--- src/rtl/csa14_accumulator_pkg.sv ---
// Shared definitions for the carry-select accumulator: FSM encoding and default datapath width.
package csa14_accumulator_pkg;

    localparam int DEF_WIDTH = 14;

    typedef enum logic [1:0] {
        ST_IDLE = 2'd0,
        ST_ACC  = 2'd1,
        ST_DONE = 2'd2
    } state_t;

endpackage

--- src/rtl/csa_14bit.sv ---
// 14-bit carry-select adder: the low half ripples, the high half is precomputed
// for both possible carries and selected by the low-half carry-out.
module csa_14bit
    import csa14_accumulator_pkg::*;
#(
    parameter int WIDTH = DEF_WIDTH
) (
    input  logic [WIDTH-1:0] i_a,
    input  logic [WIDTH-1:0] i_b,
    input  logic             i_cin,
    output logic [WIDTH-1:0] o_sum,
    output logic             o_cout
);

    localparam int LO_W = WIDTH / 2;
    localparam int HI_W = WIDTH - LO_W;

    logic [LO_W:0] w_lo;
    logic [HI_W:0] w_hi0;
    logic [HI_W:0] w_hi1;
    logic [HI_W:0] w_hi;

    assign w_lo  = {1'b0, i_a[LO_W-1:0]} + {1'b0, i_b[LO_W-1:0]} + {{LO_W{1'b0}}, i_cin};
    assign w_hi0 = {1'b0, i_a[WIDTH-1:LO_W]} + {1'b0, i_b[WIDTH-1:LO_W]};
    assign w_hi1 = {1'b0, i_a[WIDTH-1:LO_W]} + {1'b0, i_b[WIDTH-1:LO_W]} + {{HI_W{1'b0}}, 1'b1};
    assign w_hi  = w_lo[LO_W] ? w_hi1 : w_hi0;

    assign o_sum  = {w_hi[HI_W-1:0], w_lo[LO_W-1:0]};
    assign o_cout = w_hi[HI_W];

endmodule

--- src/rtl/csa14_accumulator.sv ---
// Beat accumulator with valid/ready in and out; sums beats up to i_last, then holds the
// result (sum, sticky carry, saturating beat count) until downstream takes it.
module csa14_accumulator
    import csa14_accumulator_pkg::*;
#(
    parameter int WIDTH = DEF_WIDTH,
    parameter int CNT_W = 8
) (
    input  logic             i_clk,
    input  logic             i_rst_n,
    input  logic             i_valid,
    output logic             o_ready,
    input  logic [WIDTH-1:0] i_data,
    input  logic             i_last,
    input  logic             i_clear,
    output logic             o_valid,
    input  logic             i_ready,
    output logic [WIDTH-1:0] o_acc,
    output logic             o_ovf,
    output logic [CNT_W-1:0] o_count
);

    state_t           r_state;
    state_t           w_state_nxt;
    logic             w_accept;
    logic             w_flush;
    logic [WIDTH-1:0] r_acc;
    logic             r_ovf;
    logic [CNT_W-1:0] r_count;
    logic [WIDTH-1:0] w_sum;
    logic             w_cout;
    logic [CNT_W-1:0] w_count_inc;

    // The accumulator is always zero in IDLE, so one adder path serves both the first and later beats.
    csa_14bit #(
        .WIDTH (WIDTH)
    ) u_adder (
        .i_a    (r_acc),
        .i_b    (i_data),
        .i_cin  (1'b0),
        .o_sum  (w_sum),
        .o_cout (w_cout)
    );

    assign w_count_inc = (r_count == {CNT_W{1'b1}}) ? r_count : r_count + CNT_W'(1);

    always_ff @(posedge i_clk or negedge i_rst_n) begin
        if (!i_rst_n) begin
            r_state <= ST_IDLE;
        end else begin
            r_state <= w_state_nxt;
        end
    end

    always_comb begin
        w_state_nxt = r_state;
        w_accept    = 1'b0;
        w_flush     = 1'b0;
        o_ready     = 1'b0;
        if (i_clear) begin
            w_state_nxt = ST_IDLE;
            w_flush     = 1'b1;
        end else begin
            case (r_state)
                ST_IDLE, ST_ACC: begin
                    o_ready = 1'b1;
                    if (i_valid) begin
                        w_accept    = 1'b1;
                        w_state_nxt = i_last ? ST_DONE : ST_ACC;
                    end
                end
                ST_DONE: begin
                    if (i_ready) begin
                        w_flush     = 1'b1;
                        w_state_nxt = ST_IDLE;
                    end
                end
                default: begin
                    w_state_nxt = ST_IDLE;
                    w_flush     = 1'b1;
                end
            endcase
        end
    end

    always_ff @(posedge i_clk or negedge i_rst_n) begin
        if (!i_rst_n) begin
            r_acc   <= '0;
            r_ovf   <= 1'b0;
            r_count <= '0;
        end else if (w_flush) begin
            r_acc   <= '0;
            r_ovf   <= 1'b0;
            r_count <= '0;
        end else if (w_accept) begin
            r_acc   <= w_sum;
            r_ovf   <= r_ovf | w_cout;
            r_count <= w_count_inc;
        end
    end

    assign o_valid = (r_state == ST_DONE);
    assign o_acc   = r_acc;
    assign o_ovf   = r_ovf;
    assign o_count = r_count;

endmodule

--- config.mk ---
export PLATFORM = sky130hd
export DESIGN_NAME = csa14_accumulator
export DESIGN_NICKNAME = d
export VERILOG_FILES = /design/src/rtl/csa14_accumulator_pkg.sv /design/src/rtl/csa_14bit.sv /design/src/rtl/csa14_accumulator.sv
export SDC_FILE = /design/constraint.sdc
export NUM_CORES = 1
export LEC_CHECK = 0
export BUFFER_PORTS_ARGS = -buffer_cell sky130_fd_sc_hd__buf_4
export CAP_MARGIN = 20
export CORE_MARGIN = 1.5
export CORE_UTILIZATION = 48
export CTS_CLUSTER_DIAMETER = 40
export CTS_CLUSTER_SIZE = 12
export DETAILED_ROUTE_END_ITERATION = 16
export GPL_TIMING_DRIVEN = 0
export PLACE_DENSITY = 0.76
export SKIP_LAST_GASP = 1
export SLEW_MARGIN = 20
export SYNTH_ARGS = -nofsm -noshare
export SYNTH_HDL_FRONTEND = slang
export SYNTH_HIERARCHICAL = 1
export SYNTH_SLANG_ARGS = --single-unit
--- constraint.sdc ---
create_clock -name i_clk -period 2.3 [get_ports i_clk]
set_input_delay 0.575 -clock i_clk [delete_from_list [all_inputs] [get_ports i_clk]]
set_output_delay 0.575 -clock i_clk [all_outputs]
set_load 0.05 [all_outputs]
==> impl_metrics.toml, run 1 <==
[run_status]
outcome = "finished, final reports clean"

[detailed_routing]
wl_met3_um = 198
m1WireLength_mm = 1.71
vias = 1548
drtPass1Iterations = 4
route.detailed.drc = 0
wirelength_mm = 3.98
wl_met2_mm = 2.01
wl_per_cell_um = 14.9
dr.max_layer_used = "met4"
via_per_inst = 5.78
ant_nets = 0
drt_iter0_drc = 69

[global_routing]
grtUsageTotal_pct = 20.9
grt_start_max_net_pins = 26
grt_pass1_vias = 1572
antenna_found_initial = 0
overflow = 0
grt_pass1_wl_mm = 6.82

[clock_tree]
cts.clk_slew.worst_paths_ps = 90
cts_buffers = 3
cts_tree = "yes"
clock_path_buffers = 2
holdBufCountCts = 0
clock_latency_ps = 280
cts-root-buf = "clkbuf_8"
cts.sinks = 25
htree_levels = 1

[logic_synthesis]
synth-seq-cells = 25
yosys_most_used_dff = "dfrtp_1"
synthesis.nets = 209
synthCells = 171
synth_async_sr_flop_share_pct = 100
postSynthAreaPerCell_um2 = 10.4
synth_edf_count = 0
ys_seq_area_share_pct = 35.1
ys_types = 49
ys_warn_count = 6
syn_area_um2 = 1780

[pwr]
combPwrFrac_pct = 64.5
p_switching_mw = 1.24
p_seq_share_pct = 25.1
max-vdd-ir-drop_mv = 0.582
power_density_nw_per_um2 = 1150
total_power_mw = 2.61
clockPowerShare_pct = 10.4
internal_power_mw = 1.37
p_sw_share_pct = 47.6
total_leakage_power_nw = 1.10

[place]
place_hpwl_mm = 2.98
io_buffers = 44
dp_cells = 261
dpl-instance-area_um2 = 2190
place.gp.congestion = 0.846

[finish]
drive_above_1_share_pct = 33.8
stdcell_area_um2 = 2270
final_cell_mix = "buf_4 (48), dfrtp_1 (23), a22o_1 (14), ha_1 (14), a21oi_1 (12)"
instances_no_fill = 268
area_growth_pct = 27.8
antenna_cells = 0
nets = 261
final_common_cell = "buf_4"

[timing]
rsz0062_at_grt = "true"
hold_viol = 0
slew_violations = 0
max_freq_ghz = 0.441
period_minus_slack_ps = 2270
finClkSkew_ps = 1.89
setup_violations = 0
period_share_pct = 98.7
tns_ps = 0

[setup_path]
crit_type = "reg2reg"
crit_start = "o_acc[7]$_DFFE_PN0P_"
r2r-start = "o_acc[7]$_DFFE_PN0P_"
rrSetupSlack_ps = 30
worst_ep_arrival_time_ps = 2440
reg2regPathDepth = 10
rr_endpoint = "o_ovf$_DFFE_PN0P_"
cp_max_fo = 3
worstSetupEndpoint = "o_ovf$_DFFE_PN0P_"
endpoint_kind = "register"
required_ps = 2470
setup.worst_path.start_class = "register"

[die]
row_count = 21
die_area_um2 = 4080
die_y_um = 63.9
ios = 45
die_x_um = 63.9
fp.coreArea_um2 = 3440
start_util_pct = 51.7

[flow_run]
drv_cap = 0

[min_path]
min_path_type = "in2async"
-- registers in the layout (all words and copies together), names as in the netlist --
signal	flops
o_acc	14
o_count	8
r_state	2
o_ovf	1
-- cells by family after synthesis --
kind of cell | count (synthesis) | synth area share, %
compound gates | 55 | 24.0
mux | 2 | 1.19
xor+xnor | 16 | 8.71
simple gates | 44 | 14.0
other cells | 1 | 0.211
fa+ha+maj | 18 | 13.9
flops | 25 | 35.1
buf+inv | 10 | 2.88
-- cell usage after synthesis, types with 2 or more instances --
master	number	area share [%]
a22o_1	14	6.9
and3_1	4	1.4
a211oi_1	2	0.84
nand4_1	3	1.1
nand2_1	4	0.84
nor2_1	11	2.3
nor3_2	2	1.1
xnor2_1	9	4.4
ha_1	15	11
nand3_1	7	2.0
o21a_1	3	1.3
a21o_1	5	2.1
dfrtp_1	25	35
buf_2	2	0.56
inv_1	6	1.3
or2_2	2	0.70
xor2_1	5	2.5
o21ai_0	3	0.84
o211ai_1	2	0.84
a311oi_1	3	1.5
a21oi_1	12	3.4
nor3_1	2	0.56
fa_1	3	3.4
nor2b_1	2	0.70
-- timing repair --
| item | in CTS | in global routing |
|---|---|---|
| pin swaps | 1 | 4 |
| setup endpoints to repair | 1 | 4 |
| setup buffers | 1 | 2 |
| hold endpoints to repair | 0 | 0 |
| resized for setup | 0 | 4 |
-- power by group through the flow --
stage,logic (mW),clock network [mW],registers [mW]
after floorplan,0.856,0,1.01
after global placement,1.54,0,0.659
after detailed placement,1.59,0,0.661
after CTS,1.62,0.275,0.658
after global routing,1.81,0.302,0.674
final,1.68,0.272,0.655
-- per-layer routing --
| metal | track usage [%] | vias up |
|---|---|---|
| li1 | - | 741 |
| met1 | 26.2 | 738 |
| met2 | 35.9 | 62 |
| met3 | 2.64 | 7 |
| met4 | 9.24 | 0 |
| met5 | 0 | - |
-- worst max-delay path, cell delays in order, from the launching register on --
cell	delay (ps)
dfrtp_2	440
ha_4	170
fa_2	370
a211oi_4	240
o21bai_1	110
a21oi_1	180
xor2_1	240
nor3_2	80
xnor2_1	140
a21oi_1	140
nor2_1	50
-- area by class of cell --
class	instances	area, um2
buffer	4	28.8
clock buffer	3	41.3
clock inverter	1	5.00
fill	288	1170
inverter	6	22.5
multi-input combinational	136	1140
sequential	25	628
tap	46	57.6
timing repair buffer	47	353
-- stage by stage --
| stage | setup slack, ps | util (%) | hold WS (ps) |
|---|---|---|---|
| 2_1_floorplan | 20.4 | - | 279 |
| 3_3_place_gp | -221 | 63.5 | 492 |
| 3_5_place_dp | -242 | 63.5 | 496 |
| 4_1_cts | 17.6 | 65.1 | 196 |
| 5_1_grt | -79.0 | 66.1 | 202 |
| 6_report | 30.2 | 66.1 | 180 |
-- how the worst min path moves through the flow --
stage / from / to / slack (ps) / cells past startpoint
2_1_floorplan: i_rst_n / o_acc[0]$_DFFE_PN0P_ / 280 / 0
3_3_place_gp: i_rst_n / o_acc[11]$_DFFE_PN0P_ / 490 / 1
3_5_place_dp: i_rst_n / o_acc[11]$_DFFE_PN0P_ / 500 / 1
4_1_cts: i_rst_n / o_acc[11]$_DFFE_PN0P_ / 200 / 1
5_1_grt: i_rst_n / o_acc[11]$_DFFE_PN0P_ / 200 / 1
6_report: i_rst_n / o_acc[11]$_DFFE_PN0P_ / 180 / 1
(Power assumes the default switching activity.)
==> run 2: changes to the inputs <==
Settings changed: CORE_ASPECT_RATIO from default to 0.9, CORE_UTILIZATION 48 to 53, PLACE_DENSITY 0.76 to 0.8.
Clock period 2.3 ns to 2.1 ns, I/O delays scaled along.
==> impl_metrics.toml, run 2 (synthesized netlist as in run 1, its figures left out) <==
[run_status]
outcome = "complete, but fails checks"
violations = "negative setup slack"

[finish]
final_common_cell = "buf_4"
nets = 265
instances_no_fill = 268
largest_register_ff_count = 14
final_cell_mix = "buf_4 (52), dfrtp_1 (20), a22o_1 (14), ha_1 (14), a21oi_1 (11)"
drive_above_1_share_pct = 39.8
antenna_cells = 0
area_growth_pct = 31.4

[pwr]
clockPowerShare_pct = 9.8
power_density_nw_per_um2 = 1280
p_switching_mw = 1.43
max-vdd-ir-drop_mv = 0.706
total_leakage_power_nw = 1.12
combPwrFrac_pct = 66.1
p_sw_share_pct = 47.8
p_seq_share_pct = 24.1
internal_power_mw = 1.56

[setup_path]
rr_endpoint = "o_ovf$_DFFE_PN0P_"
setup.worst_path.start_class = "register"
crit_type = "reg2reg"
rrSetupSlack_ps = -150
reg2regPathDepth = 10
endpoint_kind = "register"
r2r-start = "o_acc[7]$_DFFE_PN0P_"
required_ps = 2260
worst_ep_arrival_time_ps = 2410
cp_max_fo = 2

[timing]
max_freq_ghz = 0.444
slew_violations = 0
period_share_pct = 107
period_minus_slack_ps = 2250
fin_hold_ws_ps = 145
setup_slack_ps = -153
finClkSkew_ps = 2.63
rsz0062_at_grt = "true"
hold_viol = 0
setup_violations = 5

[flow_run]
drv_cap = 0

[clock_tree]
cts.sinks = 25
holdBufCountCts = 0
cts_buffers = 3
clock_path_buffers = 2
htree_levels = 1
cts.clk_slew.worst_paths_ps = 90
clock_latency_ps = 270
cts-root-buf = "clkbuf_8"
cts_tree = "yes"

[place]
dp_cells = 257
place_hpwl_mm = 3.18
place_ws_ps = -424
place.gp.congestion = 0.846
io_buffers = 44

[detailed_routing]
wl_per_cell_um = 16.4
ant_nets = 0
drt_iter0_drc = 63
drtPass1Iterations = 4
route.detailed.drc = 0
vias = 1640
via_per_inst = 6.12
wirelength_mm = 4.41

[die]
fp.coreArea_um2 = 3140
start_util_pct = 56.7
die_area_um2 = 3720
die_x_um = 64.1
row_count = 19
ios = 45
die_y_um = 58.0

[global_routing]
grtUsageTotal_pct = 24.3
grt_start_max_net_pins = 26
grt_pass1_wl_mm = 7.09
antenna_found_initial = 0
grt_pass1_vias = 1555
overflow = 0

[min_path]
min_path_type = "in2async"
[run 2: worst max-delay path, cell delays in order (launching register included)]
cell,delay [ps]
dfrtp_2,440
ha_4,170
fa_2,390
a211oi_4,260
o21bai_1,110
a21oi_2,170
xor2_2,210
nor3_2,80
xnor2_1,150
a21oi_1,130
nor2_1,50
[run 2: per-layer routing]
| metal | global-route usage (%) | vias up | share of wire (%) |
|---|---|---|---|
| met3 | 4.08 | 10 | 5.3 |
| met2 | 40.2 | 65 | 51 |
| met5 | 0 | - | 0 |
| met4 | 7.60 | 0 | 1.7 |
| li1 | - | 750 | - |
| met1 | 33.3 | 815 | 42 |
[run 2: area by class of cell]
| class | count | area, um2 |
|---|---|---|
| Multi-Input combinational cell | 136 | 1170 |
| Fill cell | 221 | 798 |
| Sequential cell | 25 | 632 |
| Timing Repair Buffer | 51 | 383 |
| Tap cell | 42 | 52.6 |
| Clock buffer | 3 | 41.3 |
| Buffer | 4 | 28.8 |
| Inverter | 6 | 22.5 |
| Clock inverter | 1 | 7.51 |
[run 2: worst max path at each step]
stage	slack (ps)	cells after the start	end	start
final	-150	10	o_ovf$_DFFE_PN0P_	o_acc[7]$_DFFE_PN0P_
after global routing	-290	10	o_ovf$_DFFE_PN0P_	o_acc[7]$_DFFE_PN0P_
after CTS	-180	10	o_ovf$_DFFE_PN0P_	o_acc[7]$_DFFE_PN0P_
after detailed placement	-420	10	o_ovf$_DFFE_PN0P_	i_data[7]
after global placement	-340	10	o_ovf$_DFFE_PN0P_	i_data[7]
after floorplan	-130	10	o_ovf$_DFFE_PN0P_	o_acc[7]$_DFFE_PN0P_
[run 2: what timing repair did]
action                                  in CTS  in global routing
endpoints found under the setup margin       4                  5
pin swaps                                    1                  4
gates resized for setup                      2                  8
cloned                                       0                  0
setup buffers                                4                  4
[run 2: stage by stage]
step / TNS [ps] / util, % / cell area [um2] / power [mW]
5_1_grt: -905 / 74.6 / 2340 / 3.18
4_1_cts: -305 / 72.6 / 2280 / 2.84
2_1_floorplan: -194 / - / 1810 / 2.05
3_5_place_dp: -1680 / 69.9 / 2190 / 2.48
6_report: -371 / 74.6 / 2340 / 2.98
3_3_place_gp: -1180 / 69.9 / 2190 / 2.41
[run 2: power groups by stage]
stage,Combinational (mW),Sequential (mW),Clock [mW]
2_1_floorplan,0.945,1.10,0
3_3_place_gp,1.69,0.721,0
3_5_place_dp,1.75,0.732,0
4_1_cts,1.83,0.718,0.299
5_1_grt,2.12,0.738,0.320
6_report,1.97,0.719,0.294
==> run 3: changes to the inputs <==
Settings changed: ABC_AREA from default to 1, CORE_UTILIZATION 53 to 55, SKIP_CTS_REPAIR_TIMING from default to 1.
==> impl_metrics.toml, run 3 <==
[clock_tree]
cts.sinks = 25
htree_levels = 1
clock_path_buffers = 2
cts_tree = "yes"
cts_buffers = 3
cts-root-buf = "clkbuf_8"
clock_latency_ps = 270
cts.clk_slew.worst_paths_ps = 90

[detailed_routing]
drt_iter0_drc = 149
via_per_inst = 5.10
route.detailed.drc = 0
vias = 2003
ant_nets = 0
drtPass1Iterations = 4
wirelength_mm = 4.71
wl_per_cell_um = 12.0

[logic_synthesis]
synthCells = 293
ys_warn_count = 6
synth_area_leaders = "dfrtp_1 (30%), nand2_1 (19%), ha_1 (9.0%), nand3_1 (8.6%), inv_1 (5.9%)"
synth_edf_count = 0
synth.most_common_cell = "nand2_1"
synth_async_sr_flop_share_pct = 100
postSynthAreaPerCell_um2 = 7.13
synth_top_area_cell = "dfrtp_1"
synth-seq-cells = 25
ys_types = 31
synth_common_cells = "nand2_1 (103), nand3_1 (36), inv_1 (33)"
ys_seq_area_share_pct = 29.9
yosys_most_used_dff = "dfrtp_1"
syn_area_um2 = 2090
synth_top_cell_area_share_pct = 29.9
synthesis.nets = 331

[setup_path]
cp_max_fo = 3
r2r-start = "o_acc[7]$_DFFE_PN0P_"
crit_type = "reg2reg"
endpoint_kind = "register"
rr_endpoint = "o_ovf$_DFFE_PN0P_"
crit_start = "o_acc[7]$_DFFE_PN0P_"
required_ps = 2260
reg2regPathDepth = 12
worstSetupEndpoint = "o_ovf$_DFFE_PN0P_"
rrSetupSlack_ps = 10
worst_ep_arrival_time_ps = 2250
setup.worst_path.start_class = "register"

[timing]
rsz0062_at_grt = "true"
slew_violations = 0
hold_viol = 0
max_freq_ghz = 0.479
setup_violations = 0
period_share_pct = 99.5
period_minus_slack_ps = 2090
finClkSkew_ps = 4.67
setup_slack_ps = 11.1

[finish]
antenna_cells = 0
nets = 386
largest_register_ff_count = 14
drive_above_1_share_pct = 28.5
final_cell_mix = "nand2_1 (100), buf_4 (52), nand3_1 (33), inv_1 (32), dfrtp_1 (23)"
final_common_cell = "nand2_1"
register_area_um2 = 628
utilization_pct = 72.3
area_growth_pct = 27.4
multi_input_area_um2 = 1380
nFillCells = 310

[die]
fp.coreArea_um2 = 3680
ios = 45
row_count = 21
die_area_um2 = 4180
die_y_um = 61.5
die_x_um = 68.0
start_util_pct = 56.8

[global_routing]
grtUsageTotal_pct = 22.5
grt_start_max_net_pins = 26
grt_pass1_vias = 1720
overflow = 0
antenna_found_initial = 0
grt_pass1_wl_mm = 7.29

[pwr]
total_power_mw = 2.34
max-vdd-ir-drop_mv = 0.529
total_leakage_power_nw = 1.48
power_density_nw_per_um2 = 878

[min_path]
min_path_type = "in2async"

[place]
io_buffers = 44
place.gp.congestion = 0.840
place_ws_ps = -211
place_hpwl_mm = 3.54

[flow_run]
drv_cap = 0

[run_status]
outcome = "finished, final reports clean"
## run 3: changes by cell type after synthesis, sizes merged, moves of 3 or more
cell	before	now
a211oi	3	0
a21o	5	0
a21oi	13	7
a22o	14	0
a311oi	3	0
and3	4	0
inv	6	36
nand2	4	113
nand3	7	41
nor2	12	22
nor3	4	1
o21a	3	0
xnor2	10	5
## run 3: metrics by stage
stage | hold WS (ps) | instances | TNS, ps | instance area, um2
2_1_floorplan | 229 | 293 | -12.1 | 2100
3_3_place_gp | 446 | 383 | -361 | 2490
3_5_place_dp | 445 | 383 | -505 | 2490
4_1_cts | 152 | 387 | -5.56 | 2540
5_1_grt | 162 | 393 | -267 | 2660
6_report | 136 | 393 | 0 | 2660
## run 3: critical path, cell delays in order (launching register included)
cell      delay, ps
dfrtp_2         440
ha_4            170
fa_2            440
nand3_2         100
nand3_1         120
nand2_2         130
nand3_4         100
nor2_4          120
nand2_1          50
nand2_1          50
nand2_1          50
o211ai_1        150
nand2_1          70
## run 3: cells by family (layout without fill, tap and decap cells)
| family | after synthesis | in the layout | share of synthesized area [%] |
|---|---|---|---|
| other | 1 | 1 | 0.179 |
| buffers and inverters | 41 | 95 | 8.38 |
| DFF | 25 | 25 | 29.9 |
| xor gates and xnor gates | 12 | 12 | 5.03 |
| and+or+nand+nor | 182 | 182 | 40.8 |
| AOI/OAI and AO/OA | 14 | 14 | 3.83 |
| adders and majority gates | 18 | 18 | 11.9 |
## run 3: routing by layer
layer / GRT usage [%] / share of wire [%]
met2: 37.6 / 49
met3: 4.02 / 6.2
met5: 0 / 0
met4: 3.14 / 0.17
met1: 31.4 / 45
## run 3: final cells by class
cell class              count  area share (%)
inverters                  37            5.41
multi-input cells         227            51.9
repair buffers             50            14.1
flip-flops and latches     25            23.6
plain buffers               4            1.18
well taps                  46            2.16
clock buffers               4            1.69
## run 3: power by group
| group | switching (mW) | internal (mW) | total, mW |
|---|---|---|---|
| clock | 0.149 | 0.136 | 0.284 |
| sequential | 0.0764 | 0.551 | 0.628 |
| combinational | 0.887 | 0.537 | 1.42 |
## run 3: how the worst min path moves through the flow
stage / start / end / slack, ps
final: i_rst_n / o_count[5]$_DFFE_PN0P_ / 140
after global routing: i_rst_n / o_count[5]$_DFFE_PN0P_ / 160
after CTS: i_rst_n / o_count[5]$_DFFE_PN0P_ / 150
after detailed placement: i_rst_n / o_count[5]$_DFFE_PN0P_ / 450
after global placement: i_rst_n / o_count[7]$_DFFE_PN0P_ / 450
after floorplan: i_rst_n / o_acc[0]$_DFFE_PN0P_ / 230
